File: config.mk
export PLATFORM = sky130hd
export DESIGN_NAME = two_phase_tx
export DESIGN_NICKNAME = d
export VERILOG_FILES = /design/src/rtl/two_phase_tx.sv
export SDC_FILE = /design/constraint.sdc
export NUM_CORES = 1
export LEC_CHECK = 0
export BUFFER_PORTS_ARGS = -buffer_cell sky130_fd_sc_hd__buf_2
export CORE_MARGIN = 4
export CORE_UTILIZATION = 35
export CTS_CLUSTER_DIAMETER = 30
export DETAILED_ROUTE_END_ITERATION = 12
export SLEW_MARGIN = 10
export SYNTH_ARGS = -nofsm -noshare
export SYNTH_HDL_FRONTEND = slang
export SYNTH_SLANG_ARGS = --single-unit
File: constraint.sdc
create_clock -name clk -period 2.4 [get_ports clk]
set_input_delay 0.48 -clock clk [delete_from_list [all_inputs] [get_ports clk]]
set_output_delay 0.48 -clock clk [all_outputs]
set_load 0.03 [all_outputs]
File: src/rtl/two_phase_tx.sv
// two_phase_tx
// Clocked sender (initiator) side of a two-phase, transition-signalled
// bundled-data handshake. Words are taken from a synchronous valid/ready
// source and driven onto Data_out. After a setup delay, Req_out toggles.
// Each toggle of the asynchronous Ack_in completes one transfer.
//
// Ports
//   clk          in   1       system clock, rising edge
//   rst_n        in   1       asynchronous active-low reset
//   S_valid      in   1       source word valid
//   S_ready      out  1       block can accept a word
//   S_data       in   DATA_W  source word
//   Req_out      out  1       two-phase request, one transition per word
//   Ack_in       in   1       two-phase acknowledge (asynchronous)
//   Data_out     out  DATA_W  bundled data, stable while a request is open
//   Busy         out  1       high whenever the FSM is not in IDLE
//   Err_clr      in   1       synchronous clear of Timeout_err
//   Timeout_err  out  1       sticky: acknowledge not seen in time
//   Xfer_count   out  16      completed transfers, wraps silently
module two_phase_tx #(
   parameter int DATA_W      = 8,
   parameter int SYNC_STAGES = 2,
   parameter int SETUP_CYC   = 1,
   parameter int TIMEOUT_CYC = 1024
) (
   input  logic              clk,
   input  logic              rst_n,
   input  logic              S_valid,
   output logic              S_ready,
   input  logic [DATA_W-1:0] S_data,
   output logic              Req_out,
   input  logic              Ack_in,
   output logic [DATA_W-1:0] Data_out,
   output logic              Busy,
   input  logic              Err_clr,
   output logic              Timeout_err,
   output logic [15:0]       Xfer_count
);

   localparam int SCW = (SETUP_CYC < 2) ? 1 : $clog2(SETUP_CYC);
   localparam int TCW = (TIMEOUT_CYC < 2) ? 1 : $clog2(TIMEOUT_CYC + 1);
   localparam int RCW = $clog2(SYNC_STAGES + 1);
   localparam logic [SCW-1:0] SC_LAST = SCW'(SETUP_CYC - 1);
   localparam logic [TCW-1:0] T_LAST  = TCW'(TIMEOUT_CYC - 1);
   localparam logic [TCW-1:0] T_MAX   = TCW'(TIMEOUT_CYC);
   localparam logic [RCW-1:0] RC_DONE = RCW'(SYNC_STAGES);
   localparam logic           TMO_EN  = (TIMEOUT_CYC != 0);

   typedef enum logic [1:0] {
      RESYNC   = 2'd0,
      IDLE     = 2'd1,
      SETUP    = 2'd2,
      WAIT_ACK = 2'd3
   } state_t;

   state_t                 state_r, state_nxt_s;
   logic [SYNC_STAGES-1:0] sync_r;
   logic                   ack_s;
   logic [SCW-1:0]         cnt_r, cnt_nxt_s;
   logic [TCW-1:0]         tcnt_r, tcnt_nxt_s;
   logic [RCW-1:0]         rcnt_r, rcnt_nxt_s;
   logic                   req_nxt_s, s_ready_nxt_s, tmo_set_s, terr_nxt_s;
   logic [DATA_W-1:0]      data_nxt_s;
   logic [15:0]            xfer_nxt_s;

   assign ack_s = sync_r[SYNC_STAGES-1];

   // Next-state and next-output logic for the handshake FSM.
   always_comb begin
      state_nxt_s   = state_r;
      cnt_nxt_s     = cnt_r;
      tcnt_nxt_s    = tcnt_r;
      rcnt_nxt_s    = rcnt_r;
      req_nxt_s     = Req_out;
      data_nxt_s    = Data_out;
      s_ready_nxt_s = 1'b0;
      xfer_nxt_s    = Xfer_count;
      tmo_set_s     = 1'b0;
      case (state_r)
         RESYNC: begin
            // The synchronizer comes out of reset at 0, so its output is
            // only trusted once it has been fully refilled from Ack_in.
            if (rcnt_r != RC_DONE) begin
               rcnt_nxt_s = rcnt_r + RCW'(1);
            end else begin
               rcnt_nxt_s = rcnt_r;
            end
            if ((rcnt_r == RC_DONE) && (ack_s == Req_out)) begin
               state_nxt_s   = IDLE;
               s_ready_nxt_s = 1'b1;
            end else begin
               state_nxt_s = RESYNC;
            end
         end
         IDLE: begin
            if (S_valid && S_ready) begin
               data_nxt_s  = S_data;
               cnt_nxt_s   = '0;
               state_nxt_s = SETUP;
            end else begin
               // A stray ack transition leaves the phases unequal; hold off
               // the source until the receiver is back in step.
               s_ready_nxt_s = (ack_s == Req_out);
            end
         end
         SETUP: begin
            if (cnt_r == SC_LAST) begin
               req_nxt_s   = ~Req_out;
               tcnt_nxt_s  = '0;
               state_nxt_s = WAIT_ACK;
            end else begin
               cnt_nxt_s = cnt_r + SCW'(1);
            end
         end
         WAIT_ACK: begin
            if (ack_s == Req_out) begin
               xfer_nxt_s    = Xfer_count + 16'd1;
               s_ready_nxt_s = 1'b1;
               state_nxt_s   = IDLE;
            end else begin
               // tcnt parks one past the limit so the flag sets only once
               // and Err_clr can clear it while the transfer still waits.
               if (tcnt_r != T_MAX) begin
                  tcnt_nxt_s = tcnt_r + TCW'(1);
               end else begin
                  tcnt_nxt_s = tcnt_r;
               end
               if (TMO_EN && (tcnt_r == T_LAST)) begin
                  tmo_set_s = 1'b1;
               end else begin
                  tmo_set_s = 1'b0;
               end
            end
         end
         default: begin
            state_nxt_s = RESYNC;
         end
      endcase
      if (tmo_set_s) begin
         terr_nxt_s = 1'b1;
      end else if (Err_clr) begin
         terr_nxt_s = 1'b0;
      end else begin
         terr_nxt_s = Timeout_err;
      end
   end

   // State, synchronizer and registered outputs.
   always_ff @(posedge clk or negedge rst_n) begin
      if (!rst_n) begin
         state_r     <= RESYNC;
         sync_r      <= '0;
         cnt_r       <= '0;
         tcnt_r      <= '0;
         rcnt_r      <= '0;
         Req_out     <= 1'b0;
         Data_out    <= '0;
         S_ready     <= 1'b0;
         Busy        <= 1'b1;
         Timeout_err <= 1'b0;
         Xfer_count  <= 16'd0;
      end else begin
         state_r     <= state_nxt_s;
         sync_r      <= {sync_r[SYNC_STAGES-2:0], Ack_in};
         cnt_r       <= cnt_nxt_s;
         tcnt_r      <= tcnt_nxt_s;
         rcnt_r      <= rcnt_nxt_s;
         Req_out     <= req_nxt_s;
         Data_out    <= data_nxt_s;
         S_ready     <= s_ready_nxt_s;
         Busy        <= (state_nxt_s != IDLE);
         Timeout_err <= terr_nxt_s;
         Xfer_count  <= xfer_nxt_s;
      end
   end

endmodule
Word level (Yosys, flattened, before mapping):

Cells that the tools add are included.

* register bits after elaboration: 46
* bits in latches: 0
* RAM bits: 0
* memory bits (read-only): 0
* input bits: 13
* memories: 0

* add/subtract/negate cells: 4
* $mul: 0
* div/mod/pow operators: 0
* $lt $le $gt $ge: 0
* equality and inequality tests: 13
* shift-type cells: 0
* multiplexer cells: 21
* bitwise logic cells: 2
* reduce and logical (&&, ||, !) cells: 12

Operator list (count)
* $mux W11: 3
* $pmux W11 S2: 1
* $add A16 B1 Y16 const B: 1
* $add A11 B1 Y11 const B: 1
* $eq A11 B10 Y1 const B: 1
* $mux W1: 11
* $ne A11 B11 Y1 const B: 1
* $ne A2 B2 Y1 const B: 5
* $reduce_and A2 Y1: 5
* $pmux W2 S4: 1
* $eq A2 B2 Y1 const B: 3
* $mux W2: 3
* $reduce_bool A2 Y1: 3
* $reduce_and A4 Y1: 1
* $pmux W1 S3: 1
* $add A2 B1 Y2 const B: 1
* $eq A2 B1 Y1 const B: 1
* $logic_and A1 B1 Y1: 2
* $logic_not A2 Y1: 1
* $ne A2 B1 Y1 const B: 1
* $not A1 Y1: 2
* $pmux W1 S2: 1
* $add A1 B1 Y1 const B: 1
* $eq A1 B1 Y1: 1

Depth between registers and ports, before layout:

Gate-level depths: netlist of run 1.

* depth after elaboration: 5
* gate-level depth with buffers: 7
* depth with buffers taken out: 6

Worst setup path after synthesis of run 1:

No wires, ideal clock.

* path type: reg2reg
* from: register Req_out
* to: register Xfer_count[13]
* arrival: 1.630 ns
* data required time: 2.267 ns
* setup slack: 0.637 ns
* cell stages (with the launch flop): 5
* buffers on the path: 0
* period minus slack after synthesis: 1.763 ns
* path through: dfrtp_1 -> xor2_2 -> nor3_1 -> nand4_1 -> xnor2_1

* cells in the longest elaborated chain, start to end: 2

RTL lines
* start, declared: line 31 `output logic Req_out,`
* start signal, assigned: line 168 `Req_out <= req_nxt_s;`
* $eq A1 B1 Y1: line 116 `if (ack_s == Req_out) begin`
* $reduce_and A2 Y1 (no line)
* end signal, assigned: line 173 `Xfer_count <= xfer_nxt_s;`
* end, declared: line 37 `output logic [15:0] Xfer_count`

Every way passes these cells.
A chain may end at the register's enable or synchronous reset.

Worst setup path in the final report of run 1:

* from: register tcnt_r[0]
* to: register tcnt_r[10]

* cells in the longest elaborated chain, start to end: 4
* elaborated cells on any way between the ends: 7
* classes of those cells: add/sub: 1; eq/ne: 2; mux: 3; reduce/logical: 1

RTL lines
* start, declared: line 60 `logic [TCW-1:0] tcnt_r, tcnt_nxt_s;`
* start signal, assigned: line 166 `tcnt_r <= tcnt_nxt_s;`
* $add A11 B1 Y11: line 124 `tcnt_nxt_s = tcnt_r + TCW'(1);`
* $mux W11: line 123 `if (tcnt_r != T_MAX) begin`
* $mux W11: line 116
* $pmux W11 S2: line 79 `case (state_r)`

Parallel ways exist; a longest one is shown, timed or not. The select of a mux whose other input is x is not followed.

==> flow_summary.ini, run 1 <==
[critical_path]
timing.critical_path.to = tcnt_r[10]
path_max_fanout = 9
crit_arrival_ps = 2100
endpoint_kind = flip-flop
regToRegSetupSlack_ps = 520
r2r_end = tcnt_r[10]
crit_path_start_kind = flip-flop
startpoint = tcnt_r[0]
r2r_cells = 6
crit_type = reg2reg
required_ps = 2620
r2r-start = tcnt_r[0]

[final_layout]
drive_gt1_share_pct = 28.89
finalNonFillerCells = 297
seqCellArea_um2 = 1127
multi_input_area_um2 = 862.1
antenna_cells = 0
syn_to_final_growth_pct = 18.00
nNetsFinal = 241
fill_cells = 556
design_area_um2 = 2427

[yosys]
yosys.area.top_type = dfrtp_1
synthTopCellsByCount = dfrtp_1, xnor2_1, nand3_1, nand2_1
seq_area_frac_synth_pct = 54.81
ys.flop_type = dfrtp_1
synth_edf_count = 0
postSynthAreaPerCell_um2 = 11.62
synth_most_common_cell = dfrtp_1
synth_warnings = 0
synthesis.nets = 194
synth_cell_types = 38
synth-async-reset-ratio_pct = 100.0
syn-cell-area_um2 = 2057
yosys.area.top_type_share_pct = 53.53
synth_seq_cells = 45
synth_area_leaders = dfrtp_1, xnor2_1, mux2_2, nand3_1, ha_1
synthCells = 177

[timing]
worst_pin_slew_ps = 592.0
layout_min_cycle_time_ps = 1880
setup-violations-final = 0
hold_ws_ps = 254.0
clock_skew_ps = 4.118
finalHoldViolCount = 0
relSlewSlack_pct = 59.51
tns_ps = 0
period_share_pct = 78.33
rsz0062_at_grt = false
max_clock_freq_mhz = 532.0
finalMaxSlewViolations = 0

[pwr]
power_density_nw_per_um2 = 1060
p_clk_share_pct = 17.8
power_frac_seq_pct = 44.9
p_int_mw = 1.505
p_total_mw = 2.573
worst_ir_drop_vdd_mv = 0.5365
cellLeakagePower_nw = 1.125
p_comb_share_pct = 37.3
switching_share_pct = 41.50
p_switching_mw = 1.068

[global_routing]
antenna_found_initial = 0
grt.met3_usage_pct = 3.827
busiest_layer = met2
grt_pass1_vias = 1480
grt_overflow_total = 0
grtUsageTotal_pct = 12.51
grt_max_degree = 46
grt_pass1_wl_mm = 7.245
grtUsageMet2_pct = 19.00
met1_usage_pct = 17.49

[routing]
route.detailed.drc = 0
ant_nets = 0
vias_per_cell = 5.040
drt_iter0_markers = 79
vias = 1497
drt-wirelength-per-cell_um = 13.90
firstDrtPassIters = 4
drt_wl_total_mm = 4.127

[clocking]
htreeDepth = 2
clk_pin_slew_worst_paths_ps = 80
ctsHoldBuffers = 0
clkLatencyLatePin_ps = 290
clock_path_buffers = 2
cts_tree = yes
numCtsBuffers = 5
clock_sinks = 45
cts-root-buf = clkbuf_8
cts_resized = 0
cts_setup_buffers = 0

[placed_design]
hpwl_mm = 2.941
io_buffers = 40
dp_cells = 289
dpl_cell_area_um2 = 2340
gp_congestion = 0.8431

[die]
core_region_area_um2 = 5608
fp-row-count = 27
initial_utilization_pct = 36.68
fp.dieW_um = 84.66
die-area_um2 = 7167
die_h_um = 84.66
io_pins = 41

[hold_path]
worstHoldPathType = in2async

[run]
cap_viol_max_count = 0

[outcome]
outcome = finished clean
[power by group through the flow]
stage                     Combinational, mW  Clock [mW]  Sequential (mW)
after floorplan                       0.464           0             1.39
after global placement                0.947           0             1.17
after detailed placement              0.961           0             1.17
after CTS                             0.969       0.477             1.16
after global routing                   1.04       0.514             1.19
final                                 0.959       0.457             1.16
[through the flow]
| stage | setup WS, ps | util (%) |
|---|---|---|
| 2_1_floorplan | 636.5 | - |
| 3_3_place_gp | 626.6 | 41.72 |
| 3_5_place_dp | 563.9 | 41.72 |
| 4_1_cts | 537.8 | 43.28 |
| 5_1_grt | 398.5 | 43.28 |
| 6_report | 520.2 | 43.28 |
[cells by family (layout without fill, tap and decap cells)]
| family | count (synthesis) | count (layout) | share of synthesized area [%] |
|---|---|---|---|
| mux | 10 | 10 | 5.414 |
| xor+xnor | 22 | 22 | 9.732 |
| fa+ha+maj | 4 | 4 | 2.433 |
| buf+inv | 11 | 59 | 3.284 |
| compound gates | 24 | 24 | 8.273 |
| simple gates | 61 | 61 | 16.06 |
| flops | 45 | 45 | 54.81 |
[sequential cells by signal, summed over array words and instances (netlist names)]
name,cells
Timeout_err,1
rcnt_r,2
Req_out,1
Xfer_count,16
state_r,2
Busy,1
Data_out,8
S_ready,1
sync_r,2
tcnt_r,11
[final cells by class]
class,count,share of cell area (%)
multi-input cells,121,35.52
clock inverters,2,0.6186
flip-flops and latches,45,46.44
repair buffers,45,9.794
well taps,72,3.711
inverters,6,0.9278
clock buffers,6,2.990
[critical path: stages (launching register included)]
cell and delay (ps):
dfrtp_1 430, inv_1 90, ha_1 190, and4_1 190, and3_1 250, or4_1 480, a21oi_1 160
[cells in the final DEF (no fill, tap or decap), types with 2 or more instances in the layout]
cell,instances
and4_1,4
xor2_1,4
nor3_1,3
a21oi_1,6
nand4_1,7
nor4_1,2
o21ai_0,3
clkbuf_8,5
dfrtp_1,44
or3_1,2
mux2_2,9
buf_2,40
a211oi_1,2
xnor2_1,17
buf_4,5
nand3_1,12
inv_1,6
nand2_1,10
ha_1,4
clkinvlp_4,2
nand2b_1,2
nor2_1,9
o31ai_1,4
and3_1,5
or4_1,4
[layer usage]
metal	part of all wire [%]	wire, µm
met2	45	1876
met1	48	1996
met5	0	0
met3	4.9	203
met4	1.2	51
[worst min path at each step]
stage,startpoint,endpoint
6_report,rst_n,tcnt_r[3]
3_3_place_gp,sync_r[0],sync_r[1]
2_1_floorplan,rst_n,Data_out[0]
4_1_cts,Ack_in,sync_r[0]
5_1_grt,Ack_in,sync_r[0]
3_5_place_dp,sync_r[0],sync_r[1]
Power figures use the tool's default switching activity.
==> run 2, diff against run 1 <==
- clock period: 2.4 -> 1.6 ns (I/O delays scaled with it)
==> run 2 against run 1 <==
The flow now finishes with violations (negative setup slack). Worst setup slack worse by 530 ps. Non-clock buffer count is 30 higher. Flip-flop and latch count stayed put. Register-to-register slack worse by 530 ps. Utilization is 5.9 points higher. Design area is 14% higher. Sequential share of layout area is 5.5 points lower. Hold slack worse by 130 ps. Critical endpoint is now tcnt_r[8]. Highest routed layer unchanged.
==> flow_summary.ini, run 2 (same netlist as run 1, synthesis figures left out) <==
[timing]
period_share_pct = 100.7
post-route-worst-setup-slack_ps = -10.62
worst_pin_slew_ps = 368.0
finalHoldViolCount = 0
layout_min_cycle_time_ps = 1611
finalMaxSlewViolations = 0
relSlewSlack_pct = 75.24
rsz0062_at_grt = true
clock_skew_ps = 6.410
max_clock_freq_mhz = 620.9
setup-violations-final = 2
tns_ps = -14.77

[die]
core_region_area_um2 = 5608
fp.dieW_um = 84.66
io_pins = 41
die_h_um = 84.66
fp-row-count = 27
die-area_um2 = 7167
initial_utilization_pct = 36.68

[final_layout]
largest-register = Xfer_count
finalNonFillerCells = 327
drive_gt1_share_pct = 41.96
final_common_cell = dfrtp_1
antenna_cells = 0
syn_to_final_growth_pct = 34.19
reg_top3 = Xfer_count x16, tcnt_r x11, Data_out x8
fill_cells = 552
layout_common_cells = dfrtp_1, buf_2, buf_4
nNetsFinal = 271
largest_reg_flops = 16

[critical_path]
crit_path_start_kind = flip-flop
cpPeakStageDelay_ps = 460
cp_slowest_cell = or4_1
endpoint_kind = flip-flop
crit_type = reg2reg
crit_chain = buf_4 > ha_2 > and4_4 > nand2_2 > or4_1 > a21oi_1
required_ps = 1820
path_max_fanout = 3
crit_arrival_ps = 1830

[routing]
route.detailed.drc = 0
met2_length_mm = 2.023
vias = 1636
ant_nets = 0
drt_iter0_markers = 88
vias_per_cell = 5.003
wl_met3_um = 268
drt-wirelength-per-cell_um = 13.31
wl_met1_mm = 2.013
top_layer = met4
firstDrtPassIters = 4
drt_wl_total_mm = 4.353

[pwr]
power_density_nw_per_um2 = 1609
worst_ir_drop_vdd_mv = 0.9323
cellLeakagePower_nw = 1.303

[global_routing]
grt_pass1_wl_mm = 7.548
grt_max_degree = 23
grt_overflow_total = 0
grtUsageTotal_pct = 12.89
grt_pass1_vias = 1680
antenna_found_initial = 0

[clocking]
clock_sinks = 45
htreeDepth = 2
clkLatencyLatePin_ps = 300
clk_pin_slew_worst_paths_ps = 80
cts_tree = yes
cts-root-buf = clkbuf_8
clock_path_buffers = 2
numCtsBuffers = 5

[placed_design]
io_buffers = 40
hpwl_mm = 3.359
dp_cells = 315
gp_congestion = 0.8514

[run]
cap_viol_max_count = 0

[outcome]
violations = negative setup slack
outcome = finished, violations left

[hold_path]
worstHoldPathType = in2reg
==> run 2: metal layers <==
layer | GRT usage, % | vias to the layer above
met5 | 0 | -
met2 | 21.07 | 34
li1 | - | 798
met4 | 3.022 | 0
met3 | 4.711 | 6
met1 | 16.31 | 798
==> run 2: critical path, delay by kind of cell (launching register included) <==
kind / cells / cell delay [ps]
buffers and inverters: 1 / 110
DFF: 1 / 350
AOI/OAI and AO/OA: 1 / 150
and+or+nand+nor: 3 / 750
adders and majority gates: 1 / 160
==> run 2: where the power goes <==
part,leakage (nW),total [mW],switching [mW],internal (mW)
combinational,0.666,1.88,1.08,0.800
clock,0.0585,0.883,0.373,0.509
sequential,0.579,1.67,0.231,1.44
==> run 2: worst paths after layout <==
kind,start,endpoint,slack (ps),depth (start not counted)
setup / recovery,tcnt_r[1],tcnt_r[8],-10,6
hold / removal,Ack_in,sync_r[0],120,1
max in group asynchronous,rst_n,Xfer_count[8],700,3
setup reg to reg,tcnt_r[1],tcnt_r[8],-10,6
min in group asynchronous,rst_n,sync_r[1],430,2
hold reg to reg,sync_r[0],sync_r[1],360,0
==> run 2: metrics by stage <==
stage	cell area, µm²	utilization (%)	setup slack [ps]	hold WS, ps	total power [mW]
after floorplan	2082	-	-74.04	24.41	2.816
after global placement	2572	45.87	-24.32	222.4	3.473
after detailed placement	2572	45.87	-64.05	221.1	3.507
after CTS	2714	48.39	-3.028	111.1	4.427
after global routing	2760	49.22	-91.88	111.3	4.758
final	2760	49.22	-10.62	122.4	4.441
==> run 2: timing repair <==
item | CTS | global route
pin swaps | 0 | 5
endpoints found under the setup margin | 5 | 12
hold endpoints to repair | 9 | 0
resized for setup | 3 | 9
buffers inserted | 1 | 2
gates cloned | 0 | 0
hold buffers | 1 | 0
==> run 2: cell type report <==
cell class	count	area [µm²]	area share, %
flip-flops and latches	45	1130	40.93
multi-input cells	121	919.6	33.32
repair buffers	75	481.7	17.45
well taps	72	90.09	3.264
clock buffers	7	86.33	3.128
clock inverters	1	30.03	1.088
inverters	6	22.52	0.8160
==> run 3, diff against run 2 <==
- CELL_PAD_IN_SITES_DETAIL_PLACEMENT: unset -> 1
- CELL_PAD_IN_SITES_GLOBAL_PLACEMENT: unset -> 1
- PLACE_DENSITY_LB_ADDON: unset -> 0.1
==> run 3 against run 2 <==
The flow still finishes with violations (negative setup slack). Wire length increased by 38%. Global-route usage increased by 4.0 points. Count of clock-buffer cells in the layout decreased by 1. Clock power decreased by 15%. Hold slack got worse by 4.4 ps. Critical path type unchanged.
==> flow_summary.ini, run 3 (same netlist as run 1, synthesis figures left out) <==
[clocking]
clock_sinks = 45
numCtsBuffers = 5
cts-root-buf = clkbuf_8
clk_pin_slew_worst_paths_ps = 80
clock_path_buffers = 2
htreeDepth = 2
clkLatencyLatePin_ps = 310
cts_tree = yes

[placed_design]
dp_slack_ps = -110.0
dpl_cell_area_um2 = 2577
hpwl_mm = 3.990
gp_congestion = 0.7844
dp_cells = 314
io_buffers = 40

[timing]
post-route-worst-setup-slack_ps = -89.68
max_clock_freq_mhz = 591.8
hold_ws_ps = 118.0
worst_pin_slew_ps = 373.3
rsz0062_at_grt = true
tns_ps = -286.0
clock_skew_ps = 7.140
setup-violations-final = 7
period_share_pct = 105.6
layout_min_cycle_time_ps = 1690
finalHoldViolCount = 0
relSlewSlack_pct = 74.90
finalMaxSlewViolations = 0

[pwr]
switching_share_pct = 41.04
worst_ir_drop_vdd_mv = 0.9510
cellLeakagePower_nw = 1.381
p_total_mw = 4.661
power_frac_seq_pct = 36.8
p_int_mw = 2.748
power_density_nw_per_um2 = 1567
p_clk_share_pct = 16.1
p_comb_share_pct = 47.1
p_switching_mw = 1.913

[critical_path]
crit_path_start_kind = flip-flop
critPathTopFamily = simple AND/OR/NAND/NOR gates
required_ps = 1830
crit_buf_inv = 1
cp.depth = 6
path_max_fanout = 3
cp_slowest_cell = or4_1
crit_chain = buf_4 > ha_4 > and4_4 > nand4_1 > or4_1 > a21oi_1
cpPeakStageDelay_ps = 440
crit_type = reg2reg
regToRegSetupSlack_ps = -90
r2r_end = tcnt_r[10]
crit_arrival_ps = 1920
r2r-start = tcnt_r[0]
r2r_cells = 6
endpoint_kind = flip-flop

[final_layout]
reg_top3 = Xfer_count x16, tcnt_r x11, Data_out x8
largest-register = Xfer_count
antenna_cells = 0
nNetsFinal = 277
syn_to_final_growth_pct = 44.65
largest_reg_flops = 16
drive_gt1_share_pct = 50.96
design_area_um2 = 2975
finalNonFillerCells = 333
layout_common_cells = dfrtp_1, buf_2, buf_4
final_common_cell = dfrtp_1
final_util_pct = 53.06

[die]
fp-row-count = 27
die-area_um2 = 7167
initial_utilization_pct = 36.68
core_region_area_um2 = 5608
die_h_um = 84.66
fp.dieW_um = 84.66
io_pins = 41

[global_routing]
antenna_found_initial = 0
grt_overflow_total = 0
grt_max_degree = 32
grtUsageTotal_pct = 16.92
grt_pass1_wl_mm = 9.515
grt_pass1_vias = 1862

[run]
cap_viol_max_count = 0

[hold_path]
min_to = sync_r[0]
hp-start = Ack_in
holdPathStages = 1
worstHoldPathType = in2reg

[routing]
drt-wirelength-per-cell_um = 18.09
route.detailed.drc = 0
drt_iter0_markers = 50
vias_per_cell = 5.180
drt_wl_total_mm = 6.023
vias = 1725
firstDrtPassIters = 4
ant_nets = 0

[outcome]
violations = negative setup slack
outcome = finished, violations left
-- run 3: layout make-up --
cell class / count / area [µm²]
Fill cell: 635 / 2633
Sequential cell: 45 / 1130
Multi-Input combinational cell: 121 / 1074
Timing Repair Buffer: 81 / 563.0
Tap cell: 72 / 90.09
Clock buffer: 6 / 82.58
Inverter: 6 / 22.52
Clock inverter: 2 / 13.76
-- run 3: worst max path at each step --
| stage | start | endpoint | slack, ps |
|---|---|---|---|
| detailed placement | Req_out | tcnt_r[9] | -110 |
| finish | tcnt_r[0] | tcnt_r[10] | -90 |
| CTS | sync_r[1] | Xfer_count[5] | -70 |
| global route | tcnt_r[1] | tcnt_r[10] | -180 |
| global placement | Req_out | tcnt_r[9] | -160 |
| floorplan | tcnt_r[1] | tcnt_r[10] | -70 |
-- run 3: routing by layer --
metal | global-route usage [%] | routed length [µm] | up-vias
li1 | - | - | 800
met1 | 19.75 | 2402 | 868
met2 | 30.82 | 3227 | 42
met3 | 3.729 | 230 | 15
met4 | 5.036 | 162 | 0
met5 | 0 | 0 | -
-- run 3: power by group through the flow --
stage          clock network [mW]  logic [mW]  registers (mW)
3_3_place_gp                    0        1.79            1.69
3_5_place_dp                    0        1.84            1.70
6_report                    0.750        2.20            1.72
5_1_grt                     0.818        2.37            1.77
4_1_cts                     0.774        1.98            1.70
2_1_floorplan                   0       0.720            2.10
-- run 3: what timing repair did --
action | CTS | global route
gates resized for setup | 13 | 29
pin swaps | 2 | 6
setup buffers | 3 | 7
endpoints found under the setup margin | 11 | 25
hold buffers | 1 | 0
endpoints found under the hold margin | 14 | 0
-- run 3: worst register-to-register path: stages (launching register included) --
cell     delay, ps
dfrtp_1        380
buf_4          140
ha_4           140
and4_4         240
nand4_1        130
or4_1          440
a21oi_1        150
